`config.mk`:
```
export PLATFORM = sky130hd
export DESIGN_NAME = crc_frame_ctrl
export DESIGN_NICKNAME = d
export VERILOG_FILES = /design/src/rtl/crc_frame_ctrl.sv
export SDC_FILE = /design/constraint.sdc
export NUM_CORES = 1
export LEC_CHECK = 0
export CAP_MARGIN = 30
export CORE_ASPECT_RATIO = 0.7
export CORE_UTILIZATION = 42
export DETAILED_ROUTE_END_ITERATION = 6
export DONT_BUFFER_PORTS = 1
export PLACE_DENSITY_LB_ADDON = 0.2
export SLEW_MARGIN = 20
export SYNTH_ARGS = -nofsm -noshare
export SYNTH_HDL_FRONTEND = slang
export SYNTH_SLANG_ARGS = --single-unit
```
`constraint.sdc`:
```
create_clock -name Clk -period 2.7 [get_ports Clk]
set_input_delay 0.54 -clock Clk [delete_from_list [all_inputs] [get_ports Clk]]
set_output_delay 0.54 -clock Clk [all_outputs]
set_load 0.1 [all_outputs]
```
`src/rtl/crc_frame_ctrl.sv`:
```
// Frame sequencer for a nibble-load / serial-shift / bit-serial CRC-16 datapath.
// Serializes payload nibbles MSB-first, then shifts the captured LFSR result out behind them.
`timescale 1ns/1ps
module crc_frame_ctrl #(
  parameter int MAX_NIBBLES = 256,
  parameter int CRC_W       = 16
) (
  input  logic             Clk,
  input  logic             R,
  input  logic [3:0]       din,
  input  logic             din_valid,
  input  logic             din_last,
  output logic             din_ready,
  input  logic [CRC_W-1:0] crc_in,
  input  logic             tx_ready,
  output logic             ser_bit,
  output logic             ser_valid,
  output logic             ser_phase,
  output logic             lfsr_clr,
  output logic             lfsr_en,
  output logic             sl,
  output logic             busy,
  output logic             done,
  output logic             ovf_err
);

  localparam int NW = $clog2(MAX_NIBBLES) + 1;
  localparam int CW = $clog2(CRC_W) + 1;

  typedef enum logic [2:0] {
    IDLE,
    CLR,
    LOAD,
    SHIFT,
    CRC_CAP,
    CRC_SHIFT,
    DONE
  } state_t;

  state_t           state, state_nxt;
  logic [3:0]       dreg, dreg_nxt;
  logic [CRC_W-1:0] creg, creg_nxt;
  logic [CW-1:0]    cnt, cnt_nxt;
  logic [NW-1:0]    nib_cnt, nib_cnt_nxt;
  logic [NW-1:0]    nib_inc;
  logic             last_flag, last_nxt;
  logic             ovf, ovf_nxt;
  logic             hit_max;

  assign nib_inc = nib_cnt + NW'(1);
  assign hit_max = (nib_inc == NW'(MAX_NIBBLES));
  assign ovf_err = ovf;
  assign busy    = (state != IDLE);

  always_ff @(posedge Clk or negedge R) begin
    if (!R) begin
      state     <= IDLE;
      dreg      <= '0;
      creg      <= '0;
      cnt       <= '0;
      nib_cnt   <= '0;
      last_flag <= 1'b0;
      ovf       <= 1'b0;
    end else begin
      state     <= state_nxt;
      dreg      <= dreg_nxt;
      creg      <= creg_nxt;
      cnt       <= cnt_nxt;
      nib_cnt   <= nib_cnt_nxt;
      last_flag <= last_nxt;
      ovf       <= ovf_nxt;
    end
  end

  always_comb begin
    state_nxt   = state;
    dreg_nxt    = dreg;
    creg_nxt    = creg;
    cnt_nxt     = cnt;
    nib_cnt_nxt = nib_cnt;
    last_nxt    = last_flag;
    ovf_nxt     = ovf;
    din_ready   = 1'b0;
    ser_bit     = 1'b0;
    ser_valid   = 1'b0;
    ser_phase   = 1'b0;
    lfsr_clr    = 1'b0;
    lfsr_en     = 1'b0;
    sl          = 1'b0;
    done        = 1'b0;

    case (state)
      IDLE: begin
        // The waiting nibble is left on the bus; LOAD consumes it after the clear.
        if (din_valid) state_nxt = CLR;
      end

      CLR: begin
        lfsr_clr    = 1'b1;
        nib_cnt_nxt = '0;
        last_nxt    = 1'b0;
        ovf_nxt     = 1'b0;
        state_nxt   = LOAD;
      end

      LOAD: begin
        din_ready = 1'b1;
        if (din_valid) begin
          dreg_nxt    = din;
          cnt_nxt     = '0;
          nib_cnt_nxt = nib_inc;
          last_nxt    = din_last | hit_max;
          // Overflow only when the length cap, not the sender, closed the frame.
          if (hit_max && !din_last) ovf_nxt = 1'b1;
          state_nxt   = SHIFT;
        end
      end

      SHIFT: begin
        ser_valid = 1'b1;
        ser_bit   = dreg[3];
        lfsr_en   = tx_ready;
        if (tx_ready) begin
          dreg_nxt = {dreg[2:0], 1'b0};
          cnt_nxt  = cnt + CW'(1);
          if (cnt == CW'(3)) state_nxt = last_flag ? CRC_CAP : LOAD;
        end
      end

      CRC_CAP: begin
        // One idle cycle lets the LFSR absorb the final data bit before capture.
        sl        = 1'b1;
        creg_nxt  = crc_in;
        cnt_nxt   = '0;
        state_nxt = CRC_SHIFT;
      end

      CRC_SHIFT: begin
        ser_valid = 1'b1;
        ser_phase = 1'b1;
        ser_bit   = creg[CRC_W-1];
        sl        = 1'b1;
        if (tx_ready) begin
          creg_nxt = {creg[CRC_W-2:0], 1'b0};
          cnt_nxt  = cnt + CW'(1);
          if (cnt == CW'(CRC_W - 1)) state_nxt = DONE;
        end
      end

      DONE: begin
        done      = 1'b1;
        state_nxt = IDLE;
      end

      default: state_nxt = IDLE;
    endcase
  end

endmodule

```
==> results of run 1 <==
-- Yosys cell counts, types with 2 or more instances --
master / n
a22o_1: 4
mux2i_1: 16
nand3_1: 7
o22ai_1: 3
o21ai_0: 29
inv_1: 9
nand2_1: 28
and3_1: 3
a21oi_1: 5
and2_1: 2
nand2b_1: 3
or3_1: 2
o31ai_1: 3
clkbuf_1: 5
dfrtp_1: 39
nor2_1: 6
nand4_1: 3
ha_1: 3
a22oi_1: 2
buf_4: 4
buf_6: 2
o21bai_1: 2
-- sequential cells by signal (all words and copies together), names as in the netlist --
signal     flops
ovf_err        1
dreg           4
cnt            5
last_flag      1
state          3
creg          16
nib_cnt        9
-- kinds of logic after synthesis --
logic type                 Yosys count  synth area share [%]
adders and majority gates            3                 1.842
buffers and inverters               20                 5.156
xor gates and xnor gates             1                0.4298
AOI/OAI and AO/OA                   59                 18.35
and+or+nand+nor                     68                 17.93
muxes                               17                 8.410
DFF                                 39                 47.88
-- layout by cell type, fill, tap and decap left out, types with 5 or more instances in the layout --
| cell | count |
|---|---|
| a21oi_1 | 5 |
| buf_4 | 7 |
| clkbuf_8 | 5 |
| dfrtp_1 | 39 |
| inv_1 | 9 |
| mux2i_1 | 16 |
| nand2_1 | 28 |
| nand3_1 | 7 |
| o21ai_0 | 29 |
-- layout make-up --
cell class	count	area share (%)
flip-flops and latches	39	42.76
multi-input cells	148	42.43
clock inverters	1	1.316
clock buffers	6	3.180
repair buffers	11	5.811
well taps	55	3.015
inverters	9	1.480
-- power breakdown --
part	leakage [uW]	switching, uW	internal (uW)
logic	0.000558	473	261
registers	0.000514	166	692
clock network	0.0000513	193	271
total	0.00112	832	1220
-- repair_timing --
action	4_1_cts	5_1_grt
endpoints found under the hold margin	39	0
resized for setup	0	0
hold buffers	1	0
buffers inserted	0	0
-- final timing paths --
kind / from / end / slack, ns / cells past startpoint
min in group Clk: din[0] / dreg[0] / 0.41 / 1
hold / removal: R / nib_cnt[7] / 0.08 / 1
setup / recovery: state[1] / lfsr_en / 0.30 / 4
hold reg to reg: creg[6] / creg[6] / 0.48 / 2
setup reg to reg: state[1] / dreg[0] / 0.66 / 6
max in group asynchronous: R / creg[2] / 2.42 / 1
-- metal layers --
metal	track usage [%]	part of all wire, %
met5	0	0
met4	7.143	1.1
met3	5.801	5.9
met2	26.96	44
met1	23.84	49
-- worst max-delay path: cells and delay by family (launching register included) --
family,cells,cell delay [ns]
flip-flops,1,0.55
buffers and inverters,2,0.42
AND/OR/NAND/NOR,2,0.60
-- metrics by stage --
step,setup slack (ns),util (%),cells,hold WS (ns)
floorplan,0.04500,-,207,0.2444
global placement,0.7073,47.94,261,0.2456
detailed placement,0.6165,47.94,261,0.2453
CTS,0.2957,50.67,269,0.08096
global route,0.1358,50.67,269,0.07465
finish,0.3010,50.67,269,0.08059
==> results_dict.tcl, run 1 <==
set metrics [dict create \
    clk_latency_ns 0.29 \
    fin_crit_ns 2.399 \
    fmax_ghz 0.4168 \
    clk_pin_slew_ns 0.08 \
    postSynthCellCount 207 \
    min_path_type "in -> async" \
    final_area_mm2 0.002282 \
    die-area_mm2 0.005140 \
    chipHeight_um 60.29 \
    seq_area_um2 975.9 \
    max-slew-margin-rel_pct 40.16 \
    io_pins 35 \
    core-area_mm2 0.004504 \
    drc_errors 0 \
    drt_first_iter_violations 50 \
    grt_max_degree 40 \
    detail-route-antenna-nets 0 \
    cts-root-buf "clkbuf_8" \
    drv_slew 0 \
    rows 20 \
    vias_per_cell 5.654 \
    synth_area_mm2 0.002038 \
    synth.avg_cell_area_um2 9.846 \
    die_x_um 85.26 \
    cap_violations 0 \
    ys_warn_count 0 \
    clk_path_buf_depth 2 \
    grt_usage_pct 17.78 \
    synth-async-reset-ratio_pct 100.0 \
    cp_max_fo 12 \
    globalplace.congestion 0.7952 \
    cp_cell_sequence "nor2b_1 -> nand3_1 -> inv_1 -> buf_4" \
    power_uw 2055 \
    finalSetupViolations 0 \
    synth-seq-area-share_pct 47.88 \
    max_stage_delay_ns 0.55 \
    multi_input_area_um2 968.4 \
    postPlaceCellArea_mm2 0.002160 \
    grt_pass1_wl_um 6789 \
    irDropWorstVdd_mv 0.5043 \
    ys.flop_type "dfrtp_1" \
    htreeDepth 2 \
    synth_top_area_share_pct 47.88 \
    status "completed" \
    dp_hpwl_um 3071 \
    path_class "reg -> out" \
    cts_tree "done" \
    skew_ns 0.009735 \
    grt_pass1_vias 1409 \
    port_buffers 0 \
    overflow 0 \
    synth_nets 235 \
    worst_pin_slew_ns 0.8977 \
    cp.required_ns 2.16 \
    drtPass1Iterations 4 \
    fin_nets 242 \
    area_growth_pct 11.97 \
    cts_buffers 5 \
    final_hold_viol_count 0 \
    p_leak_uw 0.001123 \
    vias 1521 \
    drive_gt1_share_pct 12.62 \
    antenna_found_initial 0 \
    synth_area_leaders "dfrtp_1 48%, mux2i_1 7.9%, o21ai_0 7.1%, nand2_1 5.2%, ha_1 1.8%" \
    cts.sinks 39 \
    synth.distinct_cells 49 \
    initial_utilization_pct 45.25 \
    drt-total-wl_um 4203 \
    finalCritPeriodShare_pct 88.85 \
    critPathCaptureType "primary output" \
    start_kind "register" \
    setup_tns_ns 0 \
    power_density_mw_per_mm2 900.4 \
    drt-wirelength-per-cell_um 15.62 \
    cp.arrival_ns 1.86 \
    yosysTopAreaCell "dfrtp_1" \
    rsz0062_at_grt "no" \
    fillCellCount 409 \
    synth_edf_count 0 \
    diodes 0 \
    ys_ff_latch 39 \
    cp_slowest_cell "dfrtp_1" \
]
No activity file was read; power rests on OpenSTA's default activity.
==> run 2, diff against run 1 <==
clock period = 3 ns   (was 2.7 ns; I/O delays follow)
==> run 2 against run 1 <==
  * Count of clock-buffer cells in the layout unchanged
  * Sequential power decreased by 9.8%
  * Largest cell class unchanged
  * Sequential share of layout area increased by 0.14 points
  * Critical path type unchanged
  * Global-route usage increased by 0.68 points
  * Register-to-register slack improved by 0.31 ns
  * Non-clock buffer count increased by 1
  * First-iteration DRC count increased by 38%
==> results_dict.tcl, run 2 (synthesis gave the netlist of run 1 again) <==
set metrics [dict create \
    regMostFlops "creg" \
    largest_register_ffs 16 \
    finalSetupViolations 0 \
    area_growth_pct 11.60 \
    cts.sinks 39 \
    fin_crit_ns 2.485 \
    vias_per_cell 5.720 \
    drt-wirelength-per-cell_um 16.13 \
    top_regs "creg x16, nib_cnt x9, cnt x5" \
    grt_pass1_wl_um 7051 \
    status "completed" \
    dp_hpwl_um 3157 \
    drt-total-wl_um 4371 \
    final_common_cell "dfrtp_1" \
    drc_errors 0 \
    cap_violations 0 \
    cts-root-buf "clkbuf_8" \
    cp_slowest_cell "dfrtp_1" \
    min_path_type "in -> async" \
    io_pins 35 \
    die_x_um 85.26 \
    cts_buffers 5 \
    max-slew-margin-rel_pct 40.27 \
    setup_tns_ns 0 \
    finalCritPeriodShare_pct 82.82 \
    clk_latency_ns 0.28 \
    port_buffers 0 \
    clk_path_buf_depth 2 \
    skew_ns 0.009162 \
    drive_gt1_share_pct 12.96 \
    path_class "reg -> out" \
    core-area_mm2 0.004504 \
    power_density_mw_per_mm2 784.3 \
    cts_tree "done" \
    drtPass1Iterations 4 \
    cp_top_family "flip-flops" \
    fin_cells 271 \
    detail-route-antenna-nets 0 \
    irDropWorstVdd_mv 0.6417 \
    grt_max_degree 33 \
    chipHeight_um 60.29 \
    start_kind "register" \
    clk_pin_slew_ns 0.08 \
    worst_pin_slew_ns 0.8959 \
    fmax_ghz 0.4025 \
    critPathCaptureType "primary output" \
    diodes 0 \
    final_cell_mix "39 x dfrtp_1, 29 x o21ai_0, 28 x nand2_1" \
    htreeDepth 2 \
    cp.required_ns 2.40 \
    globalplace.congestion 0.8186 \
    cp_num_buf_inv 2 \
    cp.arrival_ns 1.88 \
    drv_slew 0 \
    die-area_mm2 0.005140 \
    grt_usage_pct 18.47 \
    final_hold_viol_count 0 \
    p_leak_uw 0.001118 \
    rsz0062_at_grt "no" \
    rows 20 \
    fin_nets 243 \
    vias 1550 \
    grt_pass1_vias 1441 \
    antenna_found_initial 0 \
    cp_cell_sequence "and2b_1 -> o21ai_1 -> inv_1 -> buf_12" \
    overflow 0 \
    cp_max_fo 12 \
    initial_utilization_pct 45.25 \
    drt_first_iter_violations 69 \
    placed_cells 261 \
    max_stage_delay_ns 0.56 \
]
-- run 2: changes by cell type in the layout (fill, tap and decap cells not counted) --
| cell | previous run | this run |
|---|---|---|
| bufinv_16 | 1 | 0 |
| clkinv_2 | 0 | 1 |
| dlygate4sd3_1 | 0 | 1 |
| clkinvlp_4 | 0 | 1 |
-- run 2: repair_timing --
| action | CTS | global route |
|---|---|---|
| resized for setup | 0 | 0 |
| hold buffers | 1 | 1 |
| hold endpoints to repair | 32 | 7 |
| setup buffers | 0 | 0 |
| setup endpoints to repair | 0 | 0 |
-- run 2: worst paths after layout --
kind	slack, ns	start	cells past startpoint	end
worst max-delay path	0.52	state[1]	4	ser_valid
worst min-delay path	0.13	R	1	nib_cnt[3]
worst max register to register	0.97	state[1]	6	dreg[0]
worst min register to register	0.48	creg[6]	2	creg[6]
max in group asynchronous	2.08	R	1	creg[3]
min in group Clk	0.45	din[0]	1	dreg[0]
-- run 2: metrics by stage --
stage               setup WS [ns]  power, uW  area, um^2  utilization, %  hold WS (ns)
finish                     0.5154       1784        2275           50.50        0.1348
global route               0.4141       1898        2275           50.50        0.1293
CTS                        0.5355       1790        2265           50.28     0.0005138
detailed placement         0.8666       1432        2160           47.94        0.3054
global placement           0.9414       1405        2160           47.94        0.3056
floorplan                  0.1256       1259        2038               -        0.3044
-- run 2: layout make-up --
type,instances,area [um^2]
multi-input combinational,148,968.4
clock buffer,6,72.57
fill,414,2230
inverter,9,33.78
sequential,39,975.9
tap,55,68.82
timing repair buffer,12,142.6
clock inverter,2,12.51
-- run 2: where the power goes --
part / switching (uW) / leakage, uW / total (uW) / internal, uW
registers: 151 / 0.000514 / 774 / 622
logic: 430 / 0.000562 / 666 / 236
clock network: 182 / 0.0000412 / 345 / 163
-- run 2: routing by layer --
| layer | share of wire (%) | routed length (um) | GRT usage (%) | vias up |
|---|---|---|---|---|
| li1 | - | - | - | 758 |
| met4 | 0.50 | 22 | 4.286 | 0 |
| met5 | 0 | 0 | 0 | - |
| met1 | 48 | 2102 | 24.89 | 731 |
| met3 | 8.1 | 353 | 6.354 | 5 |
| met2 | 43 | 1893 | 29.03 | 56 |
